===== src/rtl/pc_sequencer_pkg.sv =====
// pc_pkg: condition codes, FSM states and branch condition evaluation for pc_sequencer.
package pc_pkg;
  typedef enum logic [2:0] {
    COND_NE  = 3'd0,
    COND_EQ  = 3'd1,
    COND_GT  = 3'd2,
    COND_LT  = 3'd3,
    COND_GE  = 3'd4,
    COND_LE  = 3'd5,
    COND_OV  = 3'd6,
    COND_ALW = 3'd7
  } cond_e;
  typedef enum logic {ST_RUN, ST_HALT} state_e;
  function automatic logic cond_true(cond_e c, logic z, logic n, logic v);
    case (c)
      COND_NE: return !z;
      COND_EQ: return z;
      COND_GT: return !z && !n;
      COND_LT: return n;
      COND_GE: return z || !n;
      COND_LE: return z || n;
      COND_OV: return v;
      default: return 1'b1;
    endcase
  endfunction
endpackage


===== src/rtl/pc_sequencer_if.sv =====
// pc_sequencer_if: fetch-stage control inputs and PC outputs of pc_sequencer.
interface pc_sequencer_if #(
  parameter int ADDR_W = 16,
  parameter int IMM_W  = 9
);
  logic              stall;
  logic              branch;
  logic [2:0]        cond;
  logic              Z;
  logic              N;
  logic              V;
  logic              addr_src;
  logic [IMM_W-1:0]  imm_off;
  logic [ADDR_W-1:0] reg_addr;
  logic              call;
  logic              ret;
  logic              hlt;
  logic              resume;
  logic [ADDR_W-1:0] pc_out;
  logic [ADDR_W-1:0] pc_plus;
  logic              taken;
  logic              halted;
  logic              ras_err;
  modport master (
    output stall, branch, cond, Z, N, V, addr_src, imm_off, reg_addr, call, ret, hlt, resume,
    input  pc_out, pc_plus, taken, halted, ras_err
  );
  modport slave (
    input  stall, branch, cond, Z, N, V, addr_src, imm_off, reg_addr, call, ret, hlt, resume,
    output pc_out, pc_plus, taken, halted, ras_err
  );
endinterface


===== src/rtl/pc_sequencer_ras.sv =====
// pc_ras: circular return-address stack; a push when full overwrites the oldest entry.
module pc_ras #(
  parameter int ADDR_W = 16,
  parameter int DEPTH  = 4
) (
  input  logic              clk,
  input  logic              rst,
  input  logic              push,
  input  logic              pop,
  input  logic [ADDR_W-1:0] din,
  output logic [ADDR_W-1:0] dout,
  output logic              full,
  output logic              empty
);
  localparam int PW = $clog2(DEPTH);
  logic [ADDR_W-1:0] mem_q [DEPTH];
  logic [PW-1:0] ptr_q, ptr_d, top;
  logic [PW:0] cnt_q, cnt_d;
  assign top   = ptr_q - PW'(1);
  assign full  = cnt_q == (PW+1)'(DEPTH);
  assign empty = cnt_q == '0;
  assign dout  = mem_q[top];
  always_comb begin
    ptr_d = push ? ptr_q + PW'(1) : (pop && !empty) ? top : ptr_q;
    cnt_d = push ? (full ? cnt_q : cnt_q + 1'b1) : (pop && !empty) ? cnt_q - 1'b1 : cnt_q;
  end
  always_ff @(posedge clk) begin
    if (rst) begin
      ptr_q <= '0;
      cnt_q <= '0;
    end else begin
      ptr_q <= ptr_d;
      cnt_q <= cnt_d;
    end
  end
  always_ff @(posedge clk) begin
    if (push) mem_q[ptr_q] <= din;
  end
endmodule


===== src/rtl/pc_sequencer.sv =====
// pc_sequencer: fetch-stage PC with conditional branches, stall, sticky halt and
// an optional return-address stack enabled by defining PC_RAS_EN.
module pc_sequencer
  import pc_pkg::*;
#(
  parameter int                ADDR_W    = 16,
  parameter int                INC       = 2,
  parameter logic [ADDR_W-1:0] RESET_PC  = '0,
  parameter int                IMM_W     = 9,
  parameter int                RAS_DEPTH = 4
) (
  input logic clk,
  input logic rst,
  pc_sequencer_if.slave bus
);
  state_e state_q, state_d;
  logic [ADDR_W-1:0] pc_q, pc_d, pc_plus, off, target, ras_top;
  logic err_q, err_d, taken, run_go, full, empty;
  assign pc_plus = pc_q + ADDR_W'(INC);
  assign off     = ADDR_W'($signed(bus.imm_off));
  assign target  = bus.addr_src ? bus.reg_addr : pc_plus + off * ADDR_W'(INC);
  assign taken   = bus.branch && cond_true(cond_e'(bus.cond), bus.Z, bus.N, bus.V);
  assign run_go  = state_q == ST_RUN && !bus.hlt && !bus.stall;
`ifdef PC_RAS_EN
  localparam bit RAS_ON = 1'b1;
  pc_ras #(.ADDR_W(ADDR_W), .DEPTH(RAS_DEPTH)) u_ras (
    .clk  (clk),
    .rst  (rst),
    .push (run_go && !bus.ret && taken && bus.call),
    .pop  (run_go && bus.ret),
    .din  (pc_plus),
    .dout (ras_top),
    .full (full),
    .empty(empty)
  );
`else
  localparam bit RAS_ON = 1'b0;
  assign ras_top = '0;
  assign full    = 1'b0;
  assign empty   = 1'b1;
`endif
  always_comb begin
    state_d = state_q;
    pc_d    = pc_q;
    err_d   = 1'b0;
    if (state_q == ST_HALT) begin
      state_d = (bus.resume && !bus.hlt) ? ST_RUN : ST_HALT;
      pc_d    = (bus.resume && !bus.hlt) ? pc_plus : pc_q;
    end else if (bus.hlt) begin
      state_d = ST_HALT;
    end else if (RAS_ON && bus.ret && !bus.stall) begin
      pc_d  = empty ? pc_plus : ras_top;
      err_d = empty || bus.call;
    end else if (!bus.stall) begin
      pc_d  = taken ? target : pc_plus;
      err_d = RAS_ON && taken && bus.call && full;
    end
  end
  always_ff @(posedge clk) begin
    if (rst) begin
      state_q <= ST_RUN;
      pc_q    <= RESET_PC;
      err_q   <= 1'b0;
    end else begin
      state_q <= state_d;
      pc_q    <= pc_d;
      err_q   <= err_d;
    end
  end
  assign bus.pc_out  = pc_q;
  assign bus.pc_plus = pc_plus;
  assign bus.taken   = taken;
  assign bus.halted  = state_q == ST_HALT;
  assign bus.ras_err = err_q;
endmodule


===== src/flat_wrapper.sv =====
// flat-port wrapper written by rule: the top's interface ports become plain ports
module pc_sequencer_flat import pc_pkg::*;
#(
  parameter int                ADDR_W    = 16,
  parameter int                INC       = 2,
  parameter logic [ADDR_W-1:0] RESET_PC  = '0,
  parameter int                IMM_W     = 9,
  parameter int                RAS_DEPTH = 4
)
  (clk, rst, bus_stall, bus_branch, bus_cond, bus_Z, bus_N, bus_V, bus_addr_src, bus_imm_off, bus_reg_addr, bus_call, bus_ret, bus_hlt, bus_resume, bus_pc_out, bus_pc_plus, bus_taken, bus_halted, bus_ras_err);
  pc_sequencer_if #(.ADDR_W(ADDR_W), .IMM_W(IMM_W)) bus_i ();
  input logic clk;
  input logic rst;
  input wire logic [$bits(bus_i.stall)-1:0] bus_stall;
  input wire logic [$bits(bus_i.branch)-1:0] bus_branch;
  input wire logic [$bits(bus_i.cond)-1:0] bus_cond;
  input wire logic [$bits(bus_i.Z)-1:0] bus_Z;
  input wire logic [$bits(bus_i.N)-1:0] bus_N;
  input wire logic [$bits(bus_i.V)-1:0] bus_V;
  input wire logic [$bits(bus_i.addr_src)-1:0] bus_addr_src;
  input wire logic [$bits(bus_i.imm_off)-1:0] bus_imm_off;
  input wire logic [$bits(bus_i.reg_addr)-1:0] bus_reg_addr;
  input wire logic [$bits(bus_i.call)-1:0] bus_call;
  input wire logic [$bits(bus_i.ret)-1:0] bus_ret;
  input wire logic [$bits(bus_i.hlt)-1:0] bus_hlt;
  input wire logic [$bits(bus_i.resume)-1:0] bus_resume;
  output wire logic [$bits(bus_i.pc_out)-1:0] bus_pc_out;
  output wire logic [$bits(bus_i.pc_plus)-1:0] bus_pc_plus;
  output wire logic [$bits(bus_i.taken)-1:0] bus_taken;
  output wire logic [$bits(bus_i.halted)-1:0] bus_halted;
  output wire logic [$bits(bus_i.ras_err)-1:0] bus_ras_err;
  assign bus_i.stall = bus_stall;
  assign bus_i.branch = bus_branch;
  assign bus_i.cond = bus_cond;
  assign bus_i.Z = bus_Z;
  assign bus_i.N = bus_N;
  assign bus_i.V = bus_V;
  assign bus_i.addr_src = bus_addr_src;
  assign bus_i.imm_off = bus_imm_off;
  assign bus_i.reg_addr = bus_reg_addr;
  assign bus_i.call = bus_call;
  assign bus_i.ret = bus_ret;
  assign bus_i.hlt = bus_hlt;
  assign bus_i.resume = bus_resume;
  assign bus_pc_out = bus_i.pc_out;
  assign bus_pc_plus = bus_i.pc_plus;
  assign bus_taken = bus_i.taken;
  assign bus_halted = bus_i.halted;
  assign bus_ras_err = bus_i.ras_err;
  pc_sequencer #(.ADDR_W(ADDR_W), .INC(INC), .RESET_PC(RESET_PC), .IMM_W(IMM_W), .RAS_DEPTH(RAS_DEPTH)) u_core (.clk(clk), .rst(rst), .bus(bus_i));
endmodule

===== config.mk =====
export PLATFORM = sky130hd
export DESIGN_NAME = pc_sequencer_flat
export DESIGN_NICKNAME = d
export VERILOG_FILES = /design/src/rtl/pc_sequencer_pkg.sv /design/src/rtl/pc_sequencer_if.sv /design/src/rtl/pc_sequencer_ras.sv /design/src/rtl/pc_sequencer.sv /design/src/flat_wrapper.sv
export SDC_FILE = /design/constraint.sdc
export NUM_CORES = 1
export LEC_CHECK = 0
export BUFFER_PORTS_ARGS = -buffer_cell sky130_fd_sc_hd__buf_4
export CAP_MARGIN = 20
export CORE_MARGIN = 3
export CORE_UTILIZATION = 50
export CTS_CLUSTER_SIZE = 25
export DETAILED_ROUTE_END_ITERATION = 16
export PLACE_DENSITY_LB_ADDON = 0.08
export SETUP_SLACK_MARGIN = 0.2
export SLEW_MARGIN = 20
export SYNTH_ARGS = -nofsm -noshare
export SYNTH_HDL_FRONTEND = slang
export SYNTH_SLANG_ARGS = --single-unit

===== constraint.sdc =====
create_clock -name clk -period 6.1 [get_ports clk]
set_clock_uncertainty 0.15 [all_clocks]
set_input_delay 1.525 -clock clk [delete_from_list [all_inputs] [get_ports clk]]
set_output_delay 1.525 -clock clk [all_outputs]
set_load 0.02 [all_outputs]

Word level (Yosys, flattened, before mapping)
Cells that the tools add are included.

Add/subtract/negate cells: 2. Equality and inequality tests: 9. Muxes and demuxes: 10. Reductions and logical operators: 10.

Operators with widths (count): 2-to-1 mux 16 bit (6); adder 16 bit (1); adder 16 x 2 -> 16 bit, second input constant (1); == test 3 bit, second input constant (3); case mux 1 bit (7 select lines) (1); == test 3 x 2 -> 1 bit, second input constant (2); != test 2 x 1 -> 1 bit, second input constant (2); == test 3 x 1 -> 1 bit, second input constant (1); logical AND 1 bit (3); logical NOT 1 bit (3); logical NOT 3 bit (1); 2-to-1 mux 1 bit (3); AND reduction 3 bit (1); logical OR 1 bit (2); != test 2 bit, second input constant (1).

Register bits: 17. Output and inout port bits: 35. Logic and storage cells: 33.

Longest topological paths before layout
Gate-level depths: netlist of run 1.

Word-level depth: 8. Mapped depth: 13. Mapped depth without buffers: 13.

Least setup slack after synthesis of run 1
OpenSTA, ideal clock, no wires.

Path type: input port to output port. Start: input port bus_cond[1]. End: output port bus_taken. Data arrival time: 2.261 ns. Required time: 4.425 ns. Path slack: 2.164 ns. Stages on the path: 4. Path buffers: 0. Path through: nor2_1 -> a221oi_1 -> a31oi_1 -> nor2b_1.

Cells in the longest elaborated chain, start to end: 3. Elaborated cells between the ends (all ways): 9. Those cells by class: 6 x eq/ne; 1 x mux; 2 x reduce/logical.

RTL lines: start, declared (line flat_wrapper.sv:16) `input wire logic [$bits(bus_i.cond)-1:0] bus_cond;`; == test 3 bit, or another cell as far along (line pc_sequencer_pkg.sv:15) `case (c)`; case mux 1 bit (7 select lines) (*) (line pc_sequencer_pkg.sv:15); logical AND 1 bit (*) (line pc_sequencer.sv:22) `assign taken = bus.branch && cond_true(cond_e'(bus.cond), bus.Z, bus.N, bus.V);`; end, declared (line flat_wrapper.sv:29) `output wire logic [$bits(bus_i.taken)-1:0] bus_taken;`.

Every way passes the cells marked *; elsewhere a longest branch is shown, timed or not.

Worst setup path in the final report of run 1
Same ends and word-level chain as after synthesis.

==> results.toml, run 1 <==
[status]
status = "completed"

[min_path]
hp-class = "register to register"

[critical_path]
worstSetupPathType = "primary input to output pin"
rrSetupSlack_ps = 2480
r2r-start = "u_core.bus.pc_out[3]"
crit_path_start = "bus_cond[1]"
cp.required_ps = 4430
crit_arrival_ps = 2390
cp_max_fo = 3
crit_end = "bus_taken"
worstRegToRegCells = 12
worst_setup_path_start_kind = "primary input"
worstReg2RegEnd = "u_core.bus.pc_out[11]"
worst_setup_path_end_kind = "output pin"

[yosys]
yosys.cell_types.count = 56
syn_nets = 346
synth-async-reset-ratio = 0
syn-cell-area_um2 = 2093
synth-seq-area-share = 0.1626
syn_inst = 287
ys.flop_type = "dfxtp_1"
synth_enable_flop_cells = 0
synth-warning-count = 0
syn_avg_cell_area_um2 = 7.294
synth-seq-cells = 17

[clock_tree]
ctsLongestPathBuffers = 2
htreeDepth = 1
cts_tree = "built"
root_buffer = "clkbuf_8"
clk_pin_slew_ps = 60
clock_latency_ps = 250
cts_buffers = 3
cts_resized = 0
post-cts-setup-buffer-count = 0
cts_hold_buf = 0
cts.sinks = 17

[routing]
avgRoutedWirePerCell_um = 15.37
avgViaCountPerCell = 5.867
dr.pass1.iters = 4
vias = 2335
drc = 0
routed_wl_um = 6116
drt_iter0_drc = 172
ant_nets = 0

[timing]
setup_ws_ps = 2035
relSlewSlack = 0.2858
tns_ps = 0
rsz0062_at_grt = "no"
finalCritPeriodShare = 0.6664
finalHoldViolations = 0
tightest_slew_ps = 1070
period_minus_slack_ps = 4065
setup_violations = 0
drv_slew = 0
fmax_mhz = 246.0

[final_layout]
area_growth_pct = 27.97
final_common_cell = "buf_4"
layout_common_cells = "buf_4 (71), nand2_1 (33), nor2_1 (25)"
n_antenna_cell = 0
nets = 410
nFillCells = 345
layout-drive-gt1-share = 0.2400

[global_route]
grt_max_degree = 27
grt_pass1_wl_um = 9763
grtUsageTotal = 0.2319
grt_pass1_vias = 2112
antenna_found_initial = 0
gr-total-overflow = 0

[placed_design]
io_buffer_count = 71
place_ws_ps = 2054
gp_congestion = 0.9075
dp.final_hpwl_um = 4705

[die]
die_w_um = 70.71
coreArea_um2 = 3854
start_util = 0.5432
dieHeight_um = 70.71
row_count = 22
die-area_um2 = 4999
ioPinCount = 75

[pwr]
p_leak_nw = 1.245
powerDensity_nw_per_um2 = 142.1
irDropWorstVdd_uv = 104.8

[run]
cap_violations = 0
==> final cells by class <==
class	instances	area (um^2)	share of cell area
Clock buffer	4	45.04	0.01681
Timing Repair Buffer	71	533.0	0.1990
Tap cell	48	60.06	0.02242
Sequential cell	17	340.3	0.1270
Multi-Input combinational cell	248	1663	0.6207
Inverter	10	37.54	0.01401
==> stage by stage <==
stage,util,area [um^2],hold slack (ps),cells,total power [mW]
6_report,0.6951,2679,364.5,398,0.3806
5_1_grt,0.6951,2679,384.0,398,0.4042
4_1_cts,0.6942,2675,361.7,398,0.3803
3_5_place_dp,0.6825,2630,351.1,394,0.2953
3_3_place_gp,0.6825,2630,348.4,394,0.2927
2_1_floorplan,-,2093,413.4,287,0.2352
==> synthesized netlist by cell type, drive strengths merged (6+ instances only) <==
master	count	area share
nand2	33	0.059
nor2	27	0.053
a21oi	21	0.050
ha	18	0.11
o21ai	18	0.045
dfxtp	17	0.16
xnor2	15	0.063
inv	10	0.018
o211ai	10	0.038
nand3	9	0.024
a211oi	8	0.029
a21o	7	0.025
clkbuf	7	0.013
nor2b	7	0.021
o21a	7	0.025
nor3	6	0.014
==> registers in the layout (all words and copies together), names as in the netlist <==
| register | count |
|---|---|
| u_core.bus.pc_out | 16 |
| u_core.bus.halted | 1 |
==> how the worst min path moves through the flow <==
stage,startpoint,to,slack (ps),cells past startpoint
after global routing,u_core.bus.pc_out[6],u_core.bus.pc_out[6],380,2
final,u_core.bus.pc_out[6],u_core.bus.pc_out[6],360,2
after floorplan,u_core.bus.pc_out[6],u_core.bus.pc_out[6],410,2
after CTS,u_core.bus.pc_out[6],u_core.bus.pc_out[6],360,2
after detailed placement,u_core.bus.pc_out[6],u_core.bus.pc_out[6],350,2
after global placement,u_core.bus.pc_out[6],u_core.bus.pc_out[6],350,2
==> critical path: stages <==
cell	delay [ps]
buf_4	120
nor2_1	130
a31oi_1	100
a31oi_1	270
nor2b_1	80
buf_4	160
==> routing by layer <==
layer / part of all wire / up-vias / routed length [um] / track usage
met2: 0.48 / 77 / 2958 / 0.3893
met1: 0.44 / 1069 / 2701 / 0.3104
li1: - / 1181 / - / -
met5: 0 / - / 0 / 0
met4: 0.015 / 0 / 89 / 0.05428
met3: 0.060 / 8 / 366 / 0.03835
==> power by group <==
group	total (mW)	internal (mW)	leakage, nW	switching (mW)
sequential	0.126	0.117	0.138	0.00898
clock	0.0861	0.0463	0.0228	0.0398
combinational	0.169	0.0744	1.08	0.0944
==> kinds of logic (layout without fill, tap and decap cells) <==
group                      after synthesis  count (layout)  synth area share
and+or+nand+nor                        111             111            0.2714
AOI/OAI and AO/OA                       94              94            0.3042
buffers and inverters                   22              85           0.04483
xor gates and xnor gates                20              20           0.08368
adders and majority gates               19              19            0.1172
DFF                                     17              17            0.1626
muxes                                    3               3           0.01435
other                                    1               1          0.001791
Power figures use the tool's default switching activity.
==> run 2: changes to the inputs <==
--- a/config.mk
+++ b/config.mk
@@ -5,10 +5,11 @@
 export SDC_FILE = /design/constraint.sdc
 export NUM_CORES = 1
 export LEC_CHECK = 0
+export ABC_AREA = 1
 export BUFFER_PORTS_ARGS = -buffer_cell sky130_fd_sc_hd__buf_4
 export CAP_MARGIN = 20
 export CORE_MARGIN = 3
-export CORE_UTILIZATION = 50
+export CORE_UTILIZATION = 46
 export CTS_CLUSTER_SIZE = 25
 export DETAILED_ROUTE_END_ITERATION = 16
 export PLACE_DENSITY_LB_ADDON = 0.08
==> constraint.sdc (replaced) <==
create_clock -name clk -period 3.57 [get_ports clk]
set_clock_uncertainty 0.15 [all_clocks]
set_input_delay 0.8925 -clock clk [delete_from_list [all_inputs] [get_ports clk]]
set_output_delay 0.8925 -clock clk [all_outputs]
set_load 0.02 [all_outputs]
==> run 2 against run 1 <==
Sequential power grew 79%; synthesized cell count grew 27%; critical path type is now register to output pin; routed wire length grew 2.7%; worst setup slack lost 1500 ps; combinational power grew 140%.
==> results.toml, run 2 <==
[routing]
avgViaCountPerCell = 5.227
routed_wl_um = 6282
drc = 0
drt_iter0_drc = 95
ant_nets = 0
vias = 2530
avgRoutedWirePerCell_um = 12.98
dr.pass1.iters = 4

[clock_tree]
root_buffer = "clkbuf_8"
htreeDepth = 1
cts_resized = 0
ctsLongestPathBuffers = 2
clk_pin_slew_ps = 70
clock_latency_ps = 250
cts_hold_buf = 0
post-cts-setup-buffer-count = 0
cts_tree = "built"
cts.sinks = 17
cts_buffers = 3

[critical_path]
max_stage_delay_ps = 400
slowest_stage = "xnor2_1"
cp.required_ps = 2530
crit_arrival_ps = 2000
r2r-start = "u_core.bus.pc_out[1]"
crit_path_start = "u_core.bus.pc_out[1]"
worst-path-buf-inv = 2
crit_chain = "ha_1, inv_1, nor3_2, nand2_1, xnor2_1, buf_4"
worst_setup_path_start_kind = "register"
crit_end = "bus_pc_plus[11]"
cp_max_fo = 4
cp.depth = 6
cpLargestDelayFamily = "XOR/XNOR gates"
worstReg2RegEnd = "u_core.bus.pc_out[15]"
rrSetupSlack_ps = 600
worstRegToRegCells = 16
worstSetupPathType = "register to output pin"
worst_setup_path_end_kind = "output pin"

[global_route]
grt_max_degree = 27
grt_pass1_wl_um = 10080
antenna_found_initial = 0
grtUsageTotal = 0.2296
grt_pass1_vias = 2277
gr-total-overflow = 0

[pwr]
irDropWorstVdd_uv = 202.4
powerDensity_nw_per_um2 = 277.8
p_leak_nw = 1.482

[final_layout]
n_antenna_cell = 0
largest_reg_flops = 16
nFillCells = 444
layout_common_cells = "nand2_1 (84), buf_4 (73), nor2_1 (46)"
multiInputGateArea_um2 = 1597
final_common_cell = "nand2_1"
area_growth_pct = 27.85
layout-drive-gt1-share = 0.2269
regArea_um2 = 340.3
design_area_um2 = 2780
final_core_util = 0.6256
nets = 492

[die]
die_w_um = 74.76
coreArea_um2 = 4444
start_util = 0.4893
row_count = 24
die-area_um2 = 5588
ioPinCount = 75
dieHeight_um = 74.76

[yosys]
synth-async-reset-ratio = 0
synth_top_area_share = 0.1565
yosysMostFrequentCell = "nand2_1"
syn_nets = 423
synth_enable_flop_cells = 0
synth-seq-area-share = 0.1565
syn_inst = 364
yosys.cell_types.count = 36
netlist_top_cells_area = "dfxtp_1 (16%), nand2_1 (14%), ha_1 (10%)"
synth.largest_area_cell = "dfxtp_1"
synth_common_cells = "nand2_1 (84), nor2_1 (46), inv_1 (42)"
synth-warning-count = 0
ys.flop_type = "dfxtp_1"
syn_avg_cell_area_um2 = 5.974
syn-cell-area_um2 = 2175
synth-seq-cells = 17

[timing]
finalHoldViolations = 0
tns_ps = 0
finalCritPeriodShare = 0.8524
rsz0062_at_grt = "no"
period_minus_slack_ps = 3043
setup_violations = 0
fmax_mhz = 328.6
drv_slew = 0

[placed_design]
placed_cell_area_um2 = 2734
gp_congestion = 0.8799
io_buffer_count = 71
dp.final_hpwl_um = 5123

[status]
status = "completed"

[min_path]
hp-class = "register to register"

[run]
cap_violations = 0
run 2: cell count changes after synthesis, sizes merged, moves of 5 or more:
| cell | before | now |
|---|---|---|
| o21a | 7 | 0 |
| o21ai | 18 | 31 |
| nor2b | 7 | 0 |
| nand3 | 9 | 27 |
| nand2 | 33 | 86 |
| a21oi | 21 | 40 |
| a211oi | 8 | 0 |
| nor2 | 27 | 49 |
| and3 | 5 | 0 |
| xnor2 | 15 | 6 |
| inv | 10 | 47 |
| a21o | 7 | 2 |
run 2: worst min-delay path by stage:
stage / start / cells after the start / slack, ps / to
after global placement: u_core.bus.pc_out[0] / 2 / 310 / u_core.bus.pc_out[0]
after detailed placement: u_core.bus.pc_out[0] / 2 / 310 / u_core.bus.pc_out[0]
after global routing: u_core.bus.pc_out[0] / 2 / 340 / u_core.bus.pc_out[0]
after CTS: u_core.bus.pc_out[0] / 2 / 330 / u_core.bus.pc_out[0]
final: u_core.bus.pc_out[0] / 2 / 320 / u_core.bus.pc_out[0]
after floorplan: u_core.bus.pc_out[0] / 2 / 380 / u_core.bus.pc_out[0]
run 2: per-stage QoR:
| stage | worst slack (ps) | power, mW | std cells | hold slack [ps] |
|---|---|---|---|---|
| 6_report | 527.1 | 0.7724 | 484 | 319.8 |
| 5_1_grt | 325.0 | 0.8346 | 484 | 339.6 |
| 4_1_cts | 525.0 | 0.7764 | 484 | 326.2 |
| 3_5_place_dp | 636.4 | 0.6276 | 480 | 312.8 |
| 3_3_place_gp | 702.4 | 0.6207 | 480 | 308.7 |
| 2_1_floorplan | 681.8 | 0.4894 | 364 | 382.2 |
run 2: cell families after synthesis:
| kind of cell | count (synthesis) | synth area share |
|---|---|---|
| flip-flops | 17 | 0.1565 |
| AND/OR/NAND/NOR | 170 | 0.3372 |
| other | 1 | 0.001724 |
| adder cells (fa/ha/maj) | 19 | 0.1128 |
| XOR/XNOR | 15 | 0.06042 |
| multiplexers | 1 | 0.004603 |
| AO/OA/AOI/OAI | 83 | 0.2175 |
| buffers and inverters | 58 | 0.1093 |
run 2: area by class of cell:
class	count	area share
Sequential cell	17	0.1224
Tap cell	52	0.02340
Clock inverter	1	0.001800
Clock buffer	3	0.01485
Timing Repair Buffer	73	0.1971
Multi-Input combinational cell	289	0.5743
Inverter	49	0.06616
run 2: where the power goes:
part | switching (mW) | internal [mW]
Clock | 0.0695 | 0.0775
Combinational | 0.240 | 0.160
Sequential | 0.0206 | 0.205
run 2: tightest hold or removal path, stage by stage, from the launching register on:
cell	delay [ps]
dfxtp_1	330
inv_1	50
a21oi_1	50
run 2: routing by layer:
metal,wire length [um],global-route usage,up-vias
met1,2647,0.2731,1115
li1,-,-,1317
met3,452,0.05207,7
met2,3100,0.4234,91
met5,0,0,-
met4,81,0.04150,0
==> run 3: changes to the inputs <==
--- a/config.mk
+++ b/config.mk
@@ -5,11 +5,12 @@
 export SDC_FILE = /design/constraint.sdc
 export NUM_CORES = 1
 export LEC_CHECK = 0
-export ABC_AREA = 1
+export ABC_AREA = 0
 export BUFFER_PORTS_ARGS = -buffer_cell sky130_fd_sc_hd__buf_4
 export CAP_MARGIN = 20
 export CORE_MARGIN = 3
 export CORE_UTILIZATION = 46
+export CTS_CLUSTER_DIAMETER = 150
 export CTS_CLUSTER_SIZE = 25
 export DETAILED_ROUTE_END_ITERATION = 16
 export PLACE_DENSITY_LB_ADDON = 0.08
==> run 3 against run 2 <==
Non-clock buffer count up 8; critical path depth up 6; worst setup slack worse by 120 ps; sequential share of layout area about the same; global-route usage about the same; sequential power down 6%; count of clock-buffer cells in the layout up 1; critical endpoint is now u_core.bus.pc_out[9]; highest routed layer unchanged.
==> results.toml, run 3 (same netlist as run 1, synthesis figures left out) <==
[status]
status = "completed"

[routing]
drc = 0
avgRoutedWirePerCell_um = 15.41
dr.pass1.iters = 4
routed_wl_um = 6319
drt_iter0_drc = 157
avgViaCountPerCell = 5.898
vias = 2418
ant_nets = 0

[critical_path]
worstRegToRegCells = 12
crit_arrival_ps = 3210
crit_chain = "ha_2, nand3_2, nor2_4, xnor2_1, ha_1, and2_1, or4_1, o21ai_0, xor2_1, o211ai_1, o211ai_1, a21oi_1"
r2r-start = "u_core.bus.pc_out[2]"
crit_path_start = "u_core.bus.pc_out[2]"
worstSetupPathType = "register to register"
crit_end = "u_core.bus.pc_out[9]"
cp.required_ps = 3620
worst_setup_path_end_kind = "register"
rrSetupSlack_ps = 410
cp_max_fo = 8
max_stage_delay_ps = 440
worstReg2RegEnd = "u_core.bus.pc_out[9]"
worst_setup_path_start_kind = "register"
slowest_stage = "or4_1"
path_common_cell = "o211ai_1"

[placed_design]
io_buffer_count = 71
dp.final_hpwl_um = 4840
placed_cell_area_um2 = 2708
gp_congestion = 0.8839

[timing]
finalCritPeriodShare = 0.8847
drv_slew = 0
relSlewSlack = 0.4628
timing.hold.ws_ps = 354.7
tightest_slew_ps = 805.7
rsz0062_at_grt = "no"
fmax_mhz = 316.6
period_minus_slack_ps = 3158
finalHoldViolations = 0
tns_ps = 0
setup_violations = 0

[die]
row_count = 23
ioPinCount = 75
coreArea_um2 = 4202
start_util = 0.4982
die_w_um = 73.46
die-area_um2 = 5396
dieHeight_um = 73.46

[clock_tree]
htreeDepth = 1
clock_latency_ps = 250
cts.sinks = 17
clk_pin_slew_ps = 80
ctsLongestPathBuffers = 2
cts_tree = "built"
cts_hold_buf = 0
root_buffer = "clkbuf_8"
cts_buffers = 3

[global_route]
grt_pass1_vias = 2179
gr-total-overflow = 0
grt_pass1_wl_um = 9860
antenna_found_initial = 0
grt_max_degree = 27
grtUsageTotal = 0.2297

[pwr]
powerDensity_nw_per_um2 = 238.3
p_leak_nw = 1.321
irDropWorstVdd_uv = 169.5

[final_layout]
regArea_um2 = 341.6
n_antenna_cell = 0
design_area_um2 = 2801
nFillCells = 399
multiInputGateArea_um2 = 1707
nets = 420
final_common_cell = "buf_4"
layout_common_cells = "buf_4 (81), nand2_1 (33), nor2_1 (25)"
largest_reg_flops = 16
layout-drive-gt1-share = 0.2833
area_growth_pct = 33.83

[run]
cap_violations = 0

[min_path]
hp-class = "register to register"
## run 3: final cells by class
class	count	area share
clock buffer	4	0.01608
timing repair buffer	81	0.2171
multi-input combinational	248	0.6092
inverter	10	0.01340
tap	50	0.02233
sequential	17	0.1219
## run 3: power breakdown
part | internal, mW | switching [mW] | total [mW]
logic | 0.135 | 0.168 | 0.303
registers | 0.199 | 0.0130 | 0.213
clock network | 0.0794 | 0.0727 | 0.152
## run 3: worst min-delay path by stage
stage / start / to / slack (ps) / cells after the start
2_1_floorplan: u_core.bus.pc_out[6] / u_core.bus.pc_out[6] / 410 / 2
3_3_place_gp: u_core.bus.pc_out[2] / u_core.bus.pc_out[2] / 350 / 2
3_5_place_dp: u_core.bus.pc_out[2] / u_core.bus.pc_out[2] / 360 / 2
4_1_cts: u_core.bus.pc_out[2] / u_core.bus.pc_out[2] / 370 / 2
5_1_grt: u_core.bus.pc_out[1] / u_core.bus.pc_out[1] / 380 / 2
6_report: u_core.bus.pc_out[1] / u_core.bus.pc_out[1] / 350 / 2
## run 3: critical path: cells and delay by family, from the launching register on
kind / cells / cell delay, ps
and+or+nand+nor: 4 / 1010
xor gates and xnor gates: 2 / 250
AOI/OAI and AO/OA: 4 / 820
adders and majority gates: 2 / 480
DFF: 1 / 400
## run 3: what timing repair did
action / in CTS / in global routing
setup endpoints to repair: 0 / 7
setup buffers: 0 / 1
resized for setup: 0 / 8
## run 3: per-stage QoR
stage,utilization,std cells,power (mW),setup slack [ps]
floorplan,-,287,0.4021,201.2
global placement,0.6444,405,0.5102,371.2
detailed placement,0.6444,405,0.5148,296.8
CTS,0.6552,409,0.6644,271.9
global route,0.6668,410,0.7071,218.2
finish,0.6668,410,0.6676,411.8
## run 3: metal layers
layer | routed length, um | vias to the layer above | part of all wire | track usage
li1 | - | 1210 | - | -
met2 | 3155 | 76 | 0.50 | 0.3996
met4 | 89 | 0 | 0.014 | 0.06237
met3 | 323 | 10 | 0.051 | 0.03967
met5 | 0 | - | 0 | 0
met1 | 2750 | 1122 | 0.44 | 0.2893
